`src/rtl/ram_copier.sv`:
```
`default_nettype none
// +----------------------------------------------------------------------------+
// | Module   : ram_copier                                                      |
// | Purpose  : Block-copy engine driving a single-port synchronous RAM;        |
// |            alternates READ/WRITE cycles, optional fill via                 |
// |            RAM_COPIER_FILL_EN.                                             |
// | Revision : 1.0 - initial release                                           |
// +----------------------------------------------------------------------------+
module ram_copier #(
  parameter int LEN_WIDTH = 16
) (
  input  logic                 i_clk,
  input  logic                 i_rst_n,
  input  logic                 i_start,
  input  logic [15:0]          i_src,
  input  logic [15:0]          i_dst,
  input  logic [LEN_WIDTH-1:0] i_len,
  input  logic                 i_abort,
  input  logic                 i_fill,
  input  logic [15:0]          i_fill_data,
  output logic                 o_busy,
  output logic                 o_done,
  output logic                 o_mem_load,
  output logic [15:0]          o_mem_addr,
  output logic [15:0]          o_mem_data,
  input  logic [15:0]          i_mem_data
);

  localparam logic [1:0] c_st_idle  = 2'd0;
  localparam logic [1:0] c_st_read  = 2'd1;
  localparam logic [1:0] c_st_write = 2'd2;
  localparam logic [1:0] c_st_done  = 2'd3;

  localparam logic [LEN_WIDTH-1:0] c_len_zero = '0;
  localparam logic [LEN_WIDTH-1:0] c_len_one  = LEN_WIDTH'(1);

  logic [1:0]           r_state;
  logic [1:0]           w_state_nxt;
  logic [15:0]          r_src;
  logic [15:0]          r_dst;
  logic [LEN_WIDTH-1:0] r_rem;
  logic                 w_fill_mode;
  logic                 w_fill_start;
  logic [15:0]          w_write_data;

`ifdef RAM_COPIER_FILL_EN
  logic        r_fill;
  logic [15:0] r_fill_data;

  always_ff @(posedge i_clk or negedge i_rst_n) begin
    if (!i_rst_n) begin
      r_fill      <= 1'b0;
      r_fill_data <= 16'h0000;
    end else if (r_state == c_st_idle && i_start) begin
      r_fill      <= i_fill;
      r_fill_data <= i_fill_data;
    end
  end

  assign w_fill_mode  = r_fill;
  assign w_fill_start = i_fill;
  assign w_write_data = r_fill ? r_fill_data : i_mem_data;
`else
  // Fill ports exist for pin compatibility only; every transfer is a copy.
  logic w_unused_fill;
  assign w_unused_fill = ^{i_fill, i_fill_data};
  assign w_fill_mode   = 1'b0;
  assign w_fill_start  = 1'b0;
  assign w_write_data  = i_mem_data;
`endif

  always_comb begin
    w_state_nxt = r_state;
    case (r_state)
      c_st_idle: begin
        if (i_start) begin
          if (i_len == c_len_zero) w_state_nxt = c_st_done;
          else if (w_fill_start)   w_state_nxt = c_st_write;
          else                     w_state_nxt = c_st_read;
        end
      end
      c_st_read: begin
        w_state_nxt = i_abort ? c_st_idle : c_st_write;
      end
      c_st_write: begin
        if (i_abort)                 w_state_nxt = c_st_idle;
        else if (r_rem == c_len_one) w_state_nxt = c_st_done;
        else if (w_fill_mode)        w_state_nxt = c_st_write;
        else                         w_state_nxt = c_st_read;
      end
      default: w_state_nxt = c_st_idle;
    endcase
  end

  always_ff @(posedge i_clk or negedge i_rst_n) begin
    if (!i_rst_n) begin
      r_state <= c_st_idle;
      r_src   <= 16'h0000;
      r_dst   <= 16'h0000;
      r_rem   <= c_len_zero;
    end else begin
      r_state <= w_state_nxt;
      case (r_state)
        c_st_idle: begin
          if (i_start) begin
            r_src <= i_src;
            r_dst <= i_dst;
            r_rem <= i_len;
          end
        end
        c_st_read:  r_src <= r_src + 16'd1;
        c_st_write: begin
          r_dst <= r_dst + 16'd1;
          r_rem <= r_rem - c_len_one;
        end
        default: ;
      endcase
    end
  end

  // Memory port is a pure decode so the RAM sees the address in the same cycle.
  assign o_busy     = (r_state != c_st_idle);
  assign o_done     = (r_state == c_st_done);
  assign o_mem_load = (r_state == c_st_write);
  assign o_mem_addr = (r_state == c_st_read)  ? r_src :
                      (r_state == c_st_write) ? r_dst : 16'h0000;
  assign o_mem_data = (r_state == c_st_write) ? w_write_data : 16'h0000;

endmodule
`default_nettype wire
```
`config.mk`:
```
export PLATFORM = sky130hd
export DESIGN_NAME = ram_copier
export DESIGN_NICKNAME = d
export VERILOG_FILES = /design/src/rtl/ram_copier.sv
export SDC_FILE = /design/constraint.sdc
export NUM_CORES = 1
export LEC_CHECK = 0
export CAP_MARGIN = 20
export CORE_MARGIN = 3
export CORE_UTILIZATION = 41
export DETAILED_ROUTE_END_ITERATION = 7
export GPL_TIMING_DRIVEN = 0
export PLACE_DENSITY = 0.77
export SYNTH_ARGS = -nofsm -noshare
export SYNTH_HDL_FRONTEND = slang
export SYNTH_SLANG_ARGS = --single-unit
```
`constraint.sdc`:
```
create_clock -name i_clk -period 1.8 [get_ports i_clk]
set_input_delay 0.45 -clock i_clk [delete_from_list [all_inputs] [get_ports i_clk]]
set_output_delay 0.45 -clock i_clk [all_outputs]
set_load 0.02 [all_outputs]
```
# == After elaboration in Yosys (flattened, before gate mapping) ==
# Cells that the tools add are included.
# word_totals
regBits,50
inputBits,85
output_inout_bits,35
wordCells,34
# classes
add_sub_neg,3
n_eq_ne,5
muxes,15
n_reduce_logical,7
# op_table
op,n
$mux W16,6
$pmux W16 S2,3
$add A16 B1 Y16 const B,2
$eq A16 B1 Y1 const B,1
$logic_not A16 Y1,1
$sub A16 B1 Y16 const B,1
$mux W2,5
$pmux W2 S3,1
$reduce_bool A2 Y1,3
$eq A2 B2 Y1 const B,2
$reduce_and A2 Y1,2
$eq A2 B1 Y1 const B,1
$logic_not A2 Y1,1
$ne A2 B2 Y1 const B,1

# == Logic depth before layout (Yosys ltp) ==
# Gate-level depths: netlist (run 1).
# logic_depth
ltp_word,4
mapped_depth,8
ltp_nobuf,6

# == Worst setup path before layout (run 1) ==
# No wires, ideal clock.
# synth_path
kind,reg2out
from,register r_state[0]
to,output o_mem_addr[11]
arrival_time_ps,1692
required_ps,1350
path_slack_ps,-342
stages_incl_launch_ff,8
cell_sequence,dfrtp_1 -> clkbuf_1 -> nand2b_1 -> inv_1 -> buf_2 -> buf_1 -> nand2_1 -> o21ai_0
# synth_via
elab_chain_cells,3
elab_cells_between_ends,4
classes_between,2 x eq/ne; 2 x mux
# synth_rtl
element,line,source
start: declaration,37,logic [1:0] r_state;
start signal: assignment,97,r_state <= c_st_idle;
start signal: assignment,102,r_state <= w_state_nxt;
$eq A2 B2 Y1,--,
via o_mem_load,23,"output logic o_mem_load,"
$mux W16,126,(r_state == c_st_write) ? r_dst : 16'h0000;
$mux W16,125,assign o_mem_addr = (r_state == c_st_read) ? r_src :
end: declaration,24,"output logic [15:0] o_mem_addr,"
# The timed path passes the listed nets, and every way through them passes these cells.

# == Final worst setup path (run 1) ==
# layout_path
from,register r_state[0]
to,output o_mem_addr[10]
# layout_via
elab_chain_cells,3
elab_cells_between_ends,4
classes_between,2 x eq/ne; 2 x mux
# layout_rtl
element,line
$eq A2 B2 Y1,126
$mux W16,126
$mux W16 (*),125
# Mark *: on every way between the ends. The rest lies on a longest branch, timed or not.

==> impl_metrics.csv, run 1 <==
group,metric,value,unit
status,status,"finished, violations left",
status,violations,"setup timing",
synth,synth_top_family_by_area,"simple AND/OR/NAND/NOR gates",
die,ios,120,
sta,fmax,450,MHz
synth,synth_edf_count,0,
drt,ant_nets,0,
die,die_area,9280,sq um
clocking,clockBufferDepth,2,
synth,synth-xor-area-share,0,
die,placementRows,32,
drt,drcViolationCount,0,
die,coreArea,7810,sq um
sta,finalHoldViolations,0,
global_route,antenna_found_initial,0,
synth,yosys-top-cells-area,"dfrtp_1 37%, nand2_1 5.0%, a21oi_1 4.2%",
synth,synth_most_common_cell,"dfrtp_1",
final_layout,drive_above_1_share,0.346,
final_layout,area_growth,67.7,%
clocking,cts.sinks,50,
die,initial_core_util,0.429,
hold_path,hold_class,"in2async",
placement,hpwl,8720,microns
sta,skew,18.6,ps
critical_path,r2r-end,"r_dst[12]",
critical_path,r2r-start,"r_state[0]",
placement,gp_congestion,0.941,
synth,yosys-top-cells-count,"50 x dfrtp_1, 45 x nand2_1, 35 x nor2_1",
synth,synth_nets,497,
clocking,cts_made_buffers,5,
critical_path,critPathArrivalTime,1770,ps
power_and_ir_drop,p_leak,2.33,nW
synth,synth_top_area_frac,0.374,
final_layout,fin_util,0.719,
sta,worst_slack,-422,ps
critical_path,worstPathBufferInverterCount,5,
critical_path,critPathTopFamily,"buffers and inverters",
clocking,cts-root-buf,"clkbuf_8",
critical_path,slowest_delay,430,ps
global_route,grt_remaining_overflow,0,
clocking,cts_tree,"done",
synth,ys_seq_area_frac,0.374,
sta,rsz0062_at_grt,"yes",
clocking,clkSlewWorstSetupHoldPaths,110,ps
synth,yosys.area.top_type,"dfrtp_1",
drt,drt_wl_total,13700,microns
die,die_y,96.4,microns
synth,ys_warn_count,0,
synth,synth_cell_type_count,53,
drt,vias_per_cell,6.30,
critical_path,ff2ff_setup_slack,-240,ps
synth,synth_seq_cells,50,
critical_path,critical_path_class,"reg2out",
synth,synthArstFlopShare,1.00,
critical_path,path_cells,"buf_8, nand2b_4, inv_4, buf_12, clkbuf_16, a22o_4, buf_6",
global_route,grt_pass1_vias,4091,
job,max_cap_violations,0,
sta,min_period,2220,ps
synth,netlist_area,3350,sq um
sta,finalSetupViolCount,48,
synth,synthMuxAreaShare,0.0179,
sta,worstMarginPinSlew,622,ps
global_route,track_usage,0.277,
synth,synth-simple-area-share,0.286,
final_layout,fin_area,5610,sq um
critical_path,critPathSlowestCell,"dfrtp_1",
drt,wire_per_inst,20.6,microns
synth,synth_cells,408,
drt,firstDrtPassIters,5,
final_layout,n_fill_cell,583,
die,die_w,96.4,microns
clocking,clk_latency,330,ps
critical_path,reg2reg_depth,10,
clocking,cts_max_level,2,
synth,synth_compound_gate_area_share,0.258,
critical_path,cp_max_fo,8,
sta,slew_violations,0,
synth,synth_top_flop_cell,"dfrtp_1",
final_layout,nets,649,
sta,finalCritPeriodShare,1.23,
drt,dr_total_vias,4175,
sta,relSlewSlack,0.585,
synth,synthAdderAreaFrac,0.0150,
critical_path,end_kind,"output pin",
global_route,grt_pass1_wl,19900,microns
placement,io_buffers,101,
critical_path,cp.required,1350,ps
synth,avgSynthCellArea,8.20,sq um
power_and_ir_drop,powerDensity,1000,nW/um^2
power_and_ir_drop,ir_drop,734,uV
final_layout,diodes,0,
drt,dr.first_iter.drc_count,283,
critical_path,critPathLaunchType,"register",
global_route,grt_max_degree,27,
placement,dpl_cell_area,4660,sq um
worst reg2reg max path, stage by stage, from the launching register on:
cell      delay (ps)
dfrtp_1          440
buf_8            160
buf_4            130
buf_6            110
nand4b_1         240
buf_4            200
nor4_4           210
buf_4            180
buf_4            100
buf_4             90
a211oi_1          50
how the worst max path moves through the flow:
stage          startpoint        endpoint  depth (start not counted)
4_1_cts        r_state[0]  o_mem_addr[10]                          7
3_3_place_gp      i_rst_n        r_src[6]                          1
3_5_place_dp   r_state[1]   o_mem_addr[2]                          5
6_report       r_state[0]  o_mem_addr[10]                          7
2_1_floorplan    r_src[0]       r_src[12]                          5
5_1_grt        r_state[0]  o_mem_addr[10]                          7
power by group:
part / switching [mW] / internal [mW]
logic: 1.48 / 1.42
registers: 0.528 / 1.47
clock network: 0.420 / 0.312
area by class of cell:
cell class | count | area (sq um) | area share
flip-flops and latches | 50 | 1260 | 0.224
inverters | 11 | 56.3 | 0.0100
clock buffers | 7 | 86.3 | 0.0154
plain buffers | 25 | 249 | 0.0444
clock inverters | 1 | 5.00 | 0.000892
multi-input cells | 316 | 2320 | 0.413
well taps | 102 | 128 | 0.0227
repair buffers | 151 | 1510 | 0.269
layout by cell type (no fill, tap or decap), types with 7 or more instances in the layout:
cell type        synthesis  routed
a21oi_1                 28      27
a22o_4                   0       9
and2_2                   0      13
buf_4                    0      40
buf_6                    0      46
clkbuf_8                 0       8
clkdlybuf4s50_1          0      65
dfrtp_1                 50      45
inv_1                   10       7
nand2_1                 45      38
nand3_1                 13      10
nand4_1                 12      12
nor2_1                  35      31
nor3_1                  13      11
nor4_1                  10       7
o211ai_1                 7       7
o21ai_0                 17      12
o22ai_1                 10      10
per-layer routing:
metal / track usage / part of all wire / vias up
met3: 0.0461 / 0.091 / 52
met1: 0.334 / 0.37 / 2009
li1: - / - / 1850
met4: 0.131 / 0.036 / 0
met2: 0.477 / 0.50 / 264
met5: 0 / 0 / -
registers in the layout, summed over array words and instances (netlist names):
register and cells:
r_rem 16, r_src 16, r_dst 16, r_state 2
cells by family (layout without fill, tap and decap cells):
| kind of cell | after synthesis | after routing |
|---|---|---|
| multiplexers | 6 | 6 |
| AO/OA/AOI/OAI | 123 | 123 |
| buffers and inverters | 42 | 195 |
| AND/OR/NAND/NOR | 183 | 183 |
| flip-flops | 50 | 50 |
| adder cells (fa/ha/maj) | 4 | 4 |
stage by stage:
stage	std cells	hold WS [ps]	TNS (ps)	power (mW)	worst slack, ps
after CTS	651	146	-11400	5.20	-377
final	663	121	-13300	5.63	-422
after detailed placement	612	492	-36120	4.05	-941
after global routing	663	169	-15300	5.91	-443
after global placement	611	504	-98130	3.96	-1300
after floorplan	408	154	-7.66	3.21	-3.83
timing repair:
action                     4_1_cts  5_1_grt
gates resized for setup        272       66
hold buffers                     0        0
pin swaps                       20       15
setup buffers                   31       18
setup endpoints to repair       78       73
cloned                           1        0
Note: power is estimated with default switching activity, not from simulation.
==> inputs of run 2 (changes only) <==
Settings changed: PLACE_DENSITY 0.77 to 0.74.
==> run 2 against run 1 <==
The flow still finishes with violations (setup timing). Total power grew 0.64%. Combinational power shrank 3%. Routed wire length shrank 2.0%. Count of clock-buffer cells in the layout shrank 2. Non-clock buffer count grew 2. Critical endpoint unchanged. Largest cell class unchanged. Highest routed layer unchanged.
==> impl_metrics.csv, run 2 (synthesized netlist as in run 1, its figures left out) <==
group,metric,value,unit
status,status,"finished, violations left",
status,violations,"setup timing",
critical_path,ff2ff_setup_slack,-170,ps
critical_path,path_cells,"buf_8, nand2b_4, inv_4, buf_8, clkbuf_16, a22o_4, buf_6",
final_layout,drive_above_1_share,0.369,
sta,fin_hold_ws,102,ps
clocking,cts_tree,"done",
power_and_ir_drop,powerDensity,1000,nW/um^2
critical_path,critPathTopFamily,"buffers and inverters",
global_route,grt_pass1_vias,3941,
placement,hpwl,8450,microns
sta,skew,13.0,ps
clocking,clkSlewWorstSetupHoldPaths,110,ps
clocking,cts_made_buffers,5,
die,ios,120,
critical_path,slowest_delay,410,ps
sta,finalHoldViolations,0,
sta,slew_violations,0,
clocking,clockBufferDepth,2,
power_and_ir_drop,comb_power_share,0.496,
clocking,cts.sinks,50,
power_and_ir_drop,ir_drop,502,uV
critical_path,cp_max_fo,5,
critical_path,worstPathBufferInverterCount,5,
critical_path,cp.required,1350,ps
placement,dpl_cell_area,4660,sq um
job,max_cap_violations,0,
power_and_ir_drop,p_sw,2.41,mW
power_and_ir_drop,p_clk_frac,0.147,
sta,min_period,2170,ps
critical_path,crit_path_frequent_cell,"buf_8",
global_route,grt_pass1_wl,19300,microns
sta,rsz0062_at_grt,"yes",
critical_path,critPathLaunchType,"register",
global_route,grtUsageMet3,0.0579,
drt,drcViolationCount,0,
global_route,grt_max_degree,29,
die,initial_core_util,0.429,
global_route,antenna_found_initial,0,
final_layout,area_growth,68.7,%
power_and_ir_drop,switching_share,0.426,
die,coreArea,7810,sq um
die,die_area,9280,sq um
global_route,grt_remaining_overflow,0,
critical_path,critPathArrivalTime,1720,ps
global_route,grt-busiest-layer,"met2",
placement,gp_congestion,0.914,
drt,dr_total_vias,4190,
global_route,track_usage,0.270,
final_layout,layout_commonest_cell,"clkdlybuf4s50_1",
sta,relSlewSlack,0.610,
clocking,cts-root-buf,"clkbuf_8",
global_route,use_met1,0.321,
final_layout,fin_util,0.723,
final_layout,fin_area,5650,sq um
sta,finalCritPeriodShare,1.21,
critical_path,end_kind,"output pin",
final_layout,diodes,0,
drt,dr.first_iter.drc_count,333,
sta,fmax,460,MHz
sta,worstMarginPinSlew,579,ps
drt,ant_nets,0,
clocking,cts_max_level,2,
power_and_ir_drop,seq_power_share,0.358,
die,die_w,96.4,microns
power_and_ir_drop,internal_power,3.25,mW
final_layout,largest_registers,"r_dst (16), r_rem (16), r_src (16)",
hold_path,hold_class,"in2async",
drt,wire_per_inst,20.1,microns
clocking,clk_latency,320,ps
final_layout,layout_common_cells,"65 x clkdlybuf4s50_1, 49 x buf_4, 43 x dfrtp_1",
die,die_y,96.4,microns
sta,worst_slack,-375,ps
power_and_ir_drop,p_leak,2.35,nW
critical_path,critPathSlowestCell,"dfrtp_1",
sta,finalSetupViolCount,63,
critical_path,critical_path_class,"reg2out",
die,placementRows,32,
placement,io_buffers,101,
global_route,use_met2,0.463,
drt,firstDrtPassIters,5,
drt,vias_per_cell,6.30,
clocking,postCtsHoldBufs,0,
final_layout,nets,651,
drt,drt_wl_total,13400,microns
run 2: layer usage:
| layer | vias up | part of all wire |
|---|---|---|
| met5 | - | 0 |
| met4 | 0 | 0.039 |
| met3 | 51 | 0.092 |
| met2 | 258 | 0.49 |
| met1 | 2029 | 0.38 |
| li1 | 1852 | - |
run 2: what timing repair did:
action | 4_1_cts | 5_1_grt
setup buffers | 18 | 27
gates cloned | 4 | 1
endpoints found under the setup margin | 78 | 78
resized for setup | 264 | 70
pin swaps | 21 | 16
run 2: through the flow:
stage	total power [mW]	instances	TNS [ps]	worst slack (ps)
after floorplan	3.21	408	-7.66	-3.83
after global placement	3.98	611	-100540	-1320
after detailed placement	4.04	612	-35480	-878
after CTS	5.18	640	-12600	-314
after global routing	5.93	665	-14800	-386
final	5.67	665	-12980	-375
run 2: layout make-up:
class                      count  area (sq um)
multi-input combinational    316          2350
fill                         553          2160
timing repair buffer         152          1470
sequential                    50          1260
buffer                        26           285
tap                          102           128
clock buffer                   5          68.8
inverter                      11          51.3
clock inverter                 3          40.0
run 2: path summary, 6_finish.rpt:
| kind | startpoint | end | depth (start not counted) |
|---|---|---|---|
| min reg2reg | r_rem[14] | r_state[1] | 1 |
| max in group asynchronous | i_rst_n | r_src[7] | 2 |
| max | r_state[0] | o_mem_addr[10] | 7 |
| min in group i_clk | r_rem[14] | r_state[1] | 1 |
| min | i_rst_n | r_rem[10] | 1 |
| max reg2reg | r_state[1] | r_rem[3] | 7 |
run 2: power by group through the flow:
| stage | registers (mW) | clock network (mW) | logic (mW) |
|---|---|---|---|
| after floorplan | 1.80 | 0 | 1.41 |
| after global placement | 1.92 | 0 | 2.06 |
| after detailed placement | 1.94 | 0 | 2.10 |
| after CTS | 1.89 | 0.815 | 2.47 |
| after global routing | 2.06 | 0.878 | 3.00 |
| final | 2.03 | 0.832 | 2.81 |
